[config.mk]
export PLATFORM = sky130hd
export DESIGN_NAME = mem_io_bridge
export DESIGN_NICKNAME = d
export VERILOG_FILES = /design/src/rtl/mem_io_bridge_pkg.sv /design/src/rtl/mem_io_bridge_sync_fifo.sv /design/src/rtl/mem_io_bridge.sv
export SDC_FILE = /design/constraint.sdc
export NUM_CORES = 1
export LEC_CHECK = 0
export BUFFER_PORTS_ARGS = -buffer_cell sky130_fd_sc_hd__buf_2
export CAP_MARGIN = 40
export CORE_ASPECT_RATIO = 0.75
export CORE_UTILIZATION = 37
export DETAILED_ROUTE_END_ITERATION = 16
export MAX_ROUTING_LAYER = met4
export PLACE_DENSITY = 0.56
export SLEW_MARGIN = 40
export SYNTH_ARGS = -nofsm -noshare
export SYNTH_HDL_FRONTEND = slang
export SYNTH_SLANG_ARGS = --single-unit
[constraint.sdc]
create_clock -name clk_in -period 4.1 [get_ports clk_in]
set_clock_uncertainty 0.1 [all_clocks]
set_input_delay 0.82 -clock clk_in [delete_from_list [all_inputs] [get_ports clk_in]]
set_output_delay 0.82 -clock clk_in [all_outputs]
set_load 0.01 [all_outputs]
[src/rtl/mem_io_bridge_pkg.sv]
// Shared decode constants and source-select encoding for the CPU memory bridge.
// The I/O window is the top quarter of the 256 KB decode range.
package mem_io_bridge_pkg;

    localparam logic [17:0] IO_BASE      = 18'h30000;
    localparam logic [1:0]  IO_SEL       = IO_BASE[17:16];
    localparam logic [15:0] IO_OFS_UART  = 16'h0000;
    localparam logic [15:0] IO_OFS_HALT  = 16'h0004;

    localparam int TX_DEPTH_DEF = 16;
    localparam int RX_DEPTH_DEF = 16;

    typedef enum logic {
        SRC_RAM = 1'b0,
        SRC_IO  = 1'b1
    } src_t;

    function automatic logic addr_is_io(input logic [17:0] a);
        return a[17:16] == IO_SEL;
    endfunction

endpackage

[src/rtl/mem_io_bridge_sync_fifo.sv]
// Single-clock FIFO with show-ahead read data; DEPTH must be a power of two.
// A pop is accounted before a push, so a full FIFO accepts a push in a draining cycle.
module sync_fifo #(
    parameter int WIDTH = 8,
    parameter int DEPTH = 16
) (
    input  logic                     clk,
    input  logic                     rst,
    input  logic                     push,
    input  logic                     pop,
    input  logic [WIDTH-1:0]         wdata,
    output logic [WIDTH-1:0]         rdata,
    output logic                     full,
    output logic                     empty,
    output logic [$clog2(DEPTH):0]   count
);

    localparam int AW = $clog2(DEPTH);

    logic [WIDTH-1:0] mem [DEPTH];
    logic [AW-1:0]    wr_ptr;
    logic [AW-1:0]    rd_ptr;
    logic             pop_ok;
    logic             push_ok;

    assign empty   = (count == '0);
    assign full    = (count == (AW+1)'(DEPTH));
    assign pop_ok  = pop & ~empty;
    assign push_ok = push & (~full | pop_ok);
    assign rdata   = mem[rd_ptr];

    always_ff @(posedge clk) begin
        if (push_ok) begin
            mem[wr_ptr] <= wdata;
        end
    end

    always_ff @(posedge clk) begin
        if (rst) begin
            wr_ptr <= '0;
            rd_ptr <= '0;
            count  <= '0;
        end else begin
            if (push_ok) wr_ptr <= wr_ptr + 1'b1;
            if (pop_ok)  rd_ptr <= rd_ptr + 1'b1;
            count <= count + (AW+1)'(push_ok) - (AW+1)'(pop_ok);
        end
    end

endmodule

[src/rtl/mem_io_bridge.sv]
// CPU byte-port bridge: RAM/I/O decode, UART TX/RX buffering, cycle counter
// with snapshot, halt/program-done, and one-cycle read return.
module mem_io_bridge
    import mem_io_bridge_pkg::*;
#(
    parameter int TX_DEPTH = TX_DEPTH_DEF,
    parameter int RX_DEPTH = RX_DEPTH_DEF,
    parameter int RAM_AW   = 17
) (
    input  logic              clk_in,
    input  logic              rst_in,
    input  logic              rdy_in,
    input  logic [31:0]       cpu_a,
    input  logic              cpu_wr,
    input  logic [7:0]        cpu_dout,
    output logic [7:0]        cpu_din,
    output logic              io_buffer_full,
    output logic [RAM_AW-1:0] ram_a,
    output logic              ram_we,
    output logic [7:0]        ram_wdata,
    input  logic [7:0]        ram_rdata,
    output logic [7:0]        tx_data,
    output logic              tx_valid,
    input  logic              tx_ready,
    input  logic [7:0]        rx_data,
    input  logic              rx_valid,
    output logic              program_done,
    output logic              tx_overflow
);

    localparam int TXCW = $clog2(TX_DEPTH) + 1;
    localparam int RXCW = $clog2(RX_DEPTH) + 1;

    logic            sel_io;
    logic [15:0]     ofs;
    logic            is_uart;
    logic            is_halt;
    logic            rd_req;
    logic            wr_req;

    logic            tx_push;
    logic            tx_pop;
    logic [7:0]      tx_wdata;
    logic            tx_full;
    logic            tx_empty;
    logic [TXCW-1:0] tx_count;

    logic            rx_pop;
    logic [7:0]      rx_rdata;
    logic            rx_full;
    logic            rx_empty;
    logic [RXCW-1:0] rx_count;

    logic [7:0]      io_byte;
    src_t            sel_q;
    logic [7:0]      io_q;
    logic            rd_q;
    logic [7:0]      hold_q;
    logic [31:0]     snap_q;
    logic [31:0]     cnt_q;
    logic            halt_q;

    assign sel_io  = addr_is_io(cpu_a[17:0]);
    assign ofs     = cpu_a[15:0];
    assign is_uart = sel_io && (ofs == IO_OFS_UART);
    assign is_halt = sel_io && (ofs == IO_OFS_HALT);
    assign rd_req  = rdy_in & ~cpu_wr;
    assign wr_req  = rdy_in & cpu_wr;

    assign ram_a     = cpu_a[RAM_AW-1:0];
    assign ram_we    = wr_req & ~sel_io;
    assign ram_wdata = cpu_dout;

    // The halt write pushes a 0x00 marker that bypasses the zero filter.
    assign tx_push  = wr_req & ((is_uart & (cpu_dout != 8'h00)) | is_halt);
    assign tx_wdata = is_halt ? 8'h00 : cpu_dout;
    assign tx_valid = ~tx_empty;
    assign tx_pop   = tx_valid & tx_ready;
    assign rx_pop   = rd_req & is_uart & ~rx_empty;

    sync_fifo #(.WIDTH(8), .DEPTH(TX_DEPTH)) u_tx_fifo (
        .clk   (clk_in),
        .rst   (rst_in),
        .push  (tx_push),
        .pop   (tx_pop),
        .wdata (tx_wdata),
        .rdata (tx_data),
        .full  (tx_full),
        .empty (tx_empty),
        .count (tx_count)
    );

    sync_fifo #(.WIDTH(8), .DEPTH(RX_DEPTH)) u_rx_fifo (
        .clk   (clk_in),
        .rst   (rst_in),
        .push  (rx_valid),
        .pop   (rx_pop),
        .wdata (rx_data),
        .rdata (rx_rdata),
        .full  (rx_full),
        .empty (rx_empty),
        .count (rx_count)
    );

    always_comb begin
        io_byte = 8'h00;
        if (sel_io) begin
            case (ofs)
                IO_OFS_UART:         io_byte = rx_empty ? 8'h00 : rx_rdata;
                IO_OFS_HALT:         io_byte = cnt_q[7:0];
                IO_OFS_HALT + 16'd1: io_byte = snap_q[15:8];
                IO_OFS_HALT + 16'd2: io_byte = snap_q[23:16];
                IO_OFS_HALT + 16'd3: io_byte = snap_q[31:24];
                default:             io_byte = 8'h00;
            endcase
        end
    end

    // RAM data arrives one cycle late, so the mux sits after the register stage;
    // hold_q keeps the last returned byte stable when no read was issued.
    assign cpu_din = rd_q ? ((sel_q == SRC_RAM) ? ram_rdata : io_q) : hold_q;

    always_ff @(posedge clk_in) begin
        if (rst_in) begin
            sel_q          <= SRC_RAM;
            io_q           <= 8'h00;
            rd_q           <= 1'b0;
            hold_q         <= 8'h00;
            snap_q         <= 32'h0;
            cnt_q          <= 32'h0;
            halt_q         <= 1'b0;
            tx_overflow    <= 1'b0;
            program_done   <= 1'b0;
            io_buffer_full <= 1'b0;
        end else begin
            rd_q   <= rd_req;
            hold_q <= cpu_din;
            if (rd_req) begin
                sel_q <= sel_io ? SRC_IO : SRC_RAM;
                io_q  <= io_byte;
                if (is_halt) snap_q <= cnt_q;
            end
            if (rdy_in && !halt_q) cnt_q <= cnt_q + 32'd1;
            if (wr_req && is_halt) halt_q <= 1'b1;
            if (tx_push && tx_full && !tx_pop) tx_overflow <= 1'b1;
            program_done   <= halt_q & tx_empty;
            io_buffer_full <= (tx_count >= TXCW'(TX_DEPTH - 2));
        end
    end

endmodule

==> results.txt <==
----------------------------------------------------
[Setup path]
  Data arrival time of the critical path ... 2.61 ns
  Kind of cell with the highest combined delay on the critical path ... multiplexers
  CP Capture Type ... output port
  Data required time of the worst path ... 3.18 ns
  Standard cell with the maximum stage delay on the critical path ... sky130_fd_sc_hd__dfxtp_2
  Highest fanout seen on the critical path ... 11
  Series of cell instances along the critical path ... buf_4 > mux4_2 > mux4_2 > buf_2
  Largest stage delay on the critical path ... 0.59 ns
  Worst setup path category ... flop to output port
  CP Buf/Inv Count ... 2
  Crit start category ... flop
  Top cell by count, worst path ... sky130_fd_sc_hd__mux4_2

[Yosys]
  List of most frequent post-synthesis cells ... sky130_fd_sc_hd__edfxtp_1, sky130_fd_sc_hd__nor2_1, sky130_fd_sc_hd__dfxtp_1
  Synth Area in Adders ... 0.02308
  Number of enable-type register cells in the synthesized netlist ... 256
  Number of library cell types mapped by synthesis ... 49
  Combinational family with the most area after synthesis ... multiplexers
  Syn nets ... 1101
  Synth Cell Area ... 15280 sq um
  Area fraction in compound gates after synthesis ... 0.02865
  Most used DFF post-synth ... sky130_fd_sc_hd__edfxtp_1
  Sequential element share of the synthesized area ... 0.6496
  Area fraction of the dominant cell type after synthesis ... 0.5029
  Number of storage elements in the synthesis netlist ... 368
  Simple-gate share of the synthesized area ... 0.09823
  Async set or reset register ratio after synthesis ... 0
  Portion of netlist area occupied by mux cells ... 0.1487
  Dominant cell by count in the synthesized netlist ... sky130_fd_sc_hd__edfxtp_1
  Cell types with the largest area share after synthesis ... sky130_fd_sc_hd__edfxtp_1, sky130_fd_sc_hd__dfxtp_1, sky130_fd_sc_hd__mux4_2
  Synthesized instance count ... 1012
  Synthesized-area fraction occupied by xor and xnor cells ... 0.02120
  Count of synthesis-stage warnings from yosys ... 0
  Top cell type by total area after synthesis ... sky130_fd_sc_hd__edfxtp_1
  Avg Cell Area, Syn ... 15.10 sq um

[Final layout]
  Final Net Count ... 1225
  Layout-stage area growth over the synthesis result ... 16.43%
  Post-route design area ... 17800 sq um
  Multi-input combinational cell area ... 4896 sq um
  Fillers ... 3659
  Layout cells sized above 1 ... 0.2667
  Total area of sequential cells ... 9933 sq um

[Timing]
  Relative slew margins ... 0.4532
  Crit share post-route ... 0.8613
  WHS ... 0.3863 ns
  Slew at the pin closest to its max-slew limit ... 0.8191 ns
  Pins over their slew limit ... 0
  Final Critical Period ... 3.531 ns
  Final number of setup-violating endpoints ... 0
  Max Clock Freq ... 283.2 MHz
  Unrepaired setup endpoints after global routing ... false
  Setup total negative slack ... 0 ns
  Final Hold Fails ... 0

[Run]
  Max-cap viol count ... 0

[Pwr]
  P_leak ... 5.961 nW
  Power Density ... 496.4 nW/um^2
  Power Total ... 0.008834 W
  Maximum ir drop on the vdd rail ... 0.2772 mV

[Drt]
  Detailed Route Iter0 Violations ... 613
  Wire length per cell ... 20.22 um
  Remaining antenna violation count ... 0
  Total DRC errors in the routed layout ... 0
  Final WL ... 34.29 mm
  First-pass iteration count of the detailed router ... 5
  Via-to-Cell Ratio ... 5.081
  Via count ... 8618

[GRT]
  GR Util All Layers ... 0.1698
  Global-route wire length before repair ... 51.87 mm
  Number of antenna violations at the first check in global routing ... 3
  Largest net degree at the start of global routing ... 64
  Via count of the first global-routing pass ... 8400
  Overflow left after global routing ... 0

[Clocking]
  Max Root-Sink Buffers ... 3
  Number of H-tree levels ... 2
  Post-CTS setup buffer count ... 0
  Skew-Pair Late Insertion Delay ... 0.54 ns
  PostCTS Resize Cnt ... 0
  Clock root buffer ... sky130_fd_sc_hd__clkbuf_16
  Clock transition at the registers of the reported paths ... 0.06 ns
  Hold buffer count at cts ... 0
  Number of CTS-inserted buffers ... 40
  CTS tree ... yes
  # clock sinks ... 368

[Die]
  Die X-Extent ... 236.7 um
  Total die area ... 42140 sq um
  Core Area ... 40760 sq um
  Effective utilization at floorplan ... 0.3750
  I/O pins ... 108
  Row count ... 64
  Die height ... 178.0 um

[Placement]
  PortBufs ... 93
  Placer Congestion ... 0.7593
  Post-placement cell area ... 16500 sq um
  Post-DP HPWL ... 23.08 mm

[Worst hold path]
  Class of the most critical hold timing path ... flop to flop

[Run status]
  Run status ... finished clean

----------------------------------------------------
==> cells by family (layout without fill, tap and decap cells) <==
family / count (synthesis) / count (layout)
DFF: 368 / 368
and+or+nand+nor: 289 / 289
buffers and inverters: 94 / 248
adders and majority gates: 27 / 27
xor gates and xnor gates: 37 / 37
muxes: 127 / 127
other: 0 / 2
AOI/OAI and AO/OA: 70 / 70
==> path summary, 6_finish.rpt <==
check                                        to  slack (ns)  cells past startpoint                          start
setup / recovery                     tx_data[6]        0.57                      4                           flop
hold / removal           cnt_q[31]$_SDFFE_PP0P_        0.39                      2         cnt_q[31]$_SDFFE_PP0P_
setup reg to reg  u_tx_fifo.count[4]$_SDFF_PP0_        0.79                     13  u_tx_fifo.count[2]$_SDFF_PP0_
hold reg to reg          cnt_q[31]$_SDFFE_PP0P_        0.39                      2         cnt_q[31]$_SDFFE_PP0P_
==> layout make-up <==
| type | count | area share |
|---|---|---|
| clock buffer | 54 | 0.06265 |
| sequential | 368 | 0.5582 |
| tap | 528 | 0.03712 |
| antenna | 2 | 0.0002812 |
| timing repair buffer | 154 | 0.05315 |
| multi-input combinational | 550 | 0.2751 |
| clock inverter | 18 | 0.008859 |
| inverter | 22 | 0.004640 |
==> flip-flops by register name (all words and copies together), names as in the netlist, 5 cells and up, named ones only <==
register         count
u_rx_fifo.mem      128
u_tx_fifo.mem      128
cnt_q               32
snap_q              24
hold_q               8
io_q                 8
u_rx_fifo.count      5
u_tx_fifo.count      5
==> cell usage in the layout (no fill, tap or decap), types with 4 or more instances in the layout <==
master and instances:
sky130_fd_sc_hd__or3_1 13, sky130_fd_sc_hd__nor3_1 15, sky130_fd_sc_hd__nor2_1 122, sky130_fd_sc_hd__buf_4 60, sky130_fd_sc_hd__clkbuf_1 9, sky130_fd_sc_hd__nand2b_1 4
sky130_fd_sc_hd__buf_2 92, sky130_fd_sc_hd__clkbuf_16 41, sky130_fd_sc_hd__a221o_1 8, sky130_fd_sc_hd__a21oi_1 37, sky130_fd_sc_hd__o21ai_0 11, sky130_fd_sc_hd__xor2_1 20
sky130_fd_sc_hd__clkinv_2 7, sky130_fd_sc_hd__ha_1 25, sky130_fd_sc_hd__nand4_1 12, sky130_fd_sc_hd__inv_1 21, sky130_fd_sc_hd__clkinv_1 4, sky130_fd_sc_hd__nor2b_1 38
sky130_fd_sc_hd__mux4_2 80, sky130_fd_sc_hd__dfxtp_1 109, sky130_fd_sc_hd__xnor2_1 17, sky130_fd_sc_hd__nand2_1 29, sky130_fd_sc_hd__a211oi_1 8, sky130_fd_sc_hd__clkbuf_8 4
sky130_fd_sc_hd__edfxtp_1 256, sky130_fd_sc_hd__nand3_1 15, sky130_fd_sc_hd__nor4_1 9, sky130_fd_sc_hd__and3_1 5, sky130_fd_sc_hd__mux2i_1 46
==> power by group <==
group          switching [W]  internal [W]
Sequential         0.0000955       0.00407
Combinational       0.000593      0.000583
Clock                0.00145       0.00204
==> metrics by stage <==
stage / setup slack, ns / cells / util
2_1_floorplan: 0.6892 / 1012 / -
3_3_place_gp: 0.5523 / 1621 / 0.4049
3_5_place_dp: 0.5433 / 1621 / 0.4049
4_1_cts: 0.5022 / 1693 / 0.4361
5_1_grt: 0.4471 / 1696 / 0.4366
6_report: 0.5688 / 1696 / 0.4366
==> worst register-to-register path, cell delays in order (launching register included) <==
cell and delay, ns:
sky130_fd_sc_hd__dfxtp_1 0.34, sky130_fd_sc_hd__inv_1 0.09, sky130_fd_sc_hd__ha_1 0.17, sky130_fd_sc_hd__or4b_2 0.67
sky130_fd_sc_hd__and2_1 0.30, sky130_fd_sc_hd__ha_1 0.32, sky130_fd_sc_hd__inv_1 0.04, sky130_fd_sc_hd__ha_1 0.20
sky130_fd_sc_hd__fa_1 0.41, sky130_fd_sc_hd__a21oi_1 0.17, sky130_fd_sc_hd__nor2_1 0.05, sky130_fd_sc_hd__nor2_1 0.11
sky130_fd_sc_hd__xor2_1 0.17, sky130_fd_sc_hd__nor2_1 0.05
==> metal layers <==
| layer | global-route usage | vias up | wire length, um |
|---|---|---|---|
| met5 | - | - | 0 |
| met3 | 0.03064 | 35 | 1830 |
| met1 | 0.2525 | 4354 | 17130 |
| met2 | 0.2380 | 183 | 14860 |
| li1 | - | 4046 | - |
| met4 | 0.04329 | 0 | 468 |
Power figures use the tool's default switching activity.
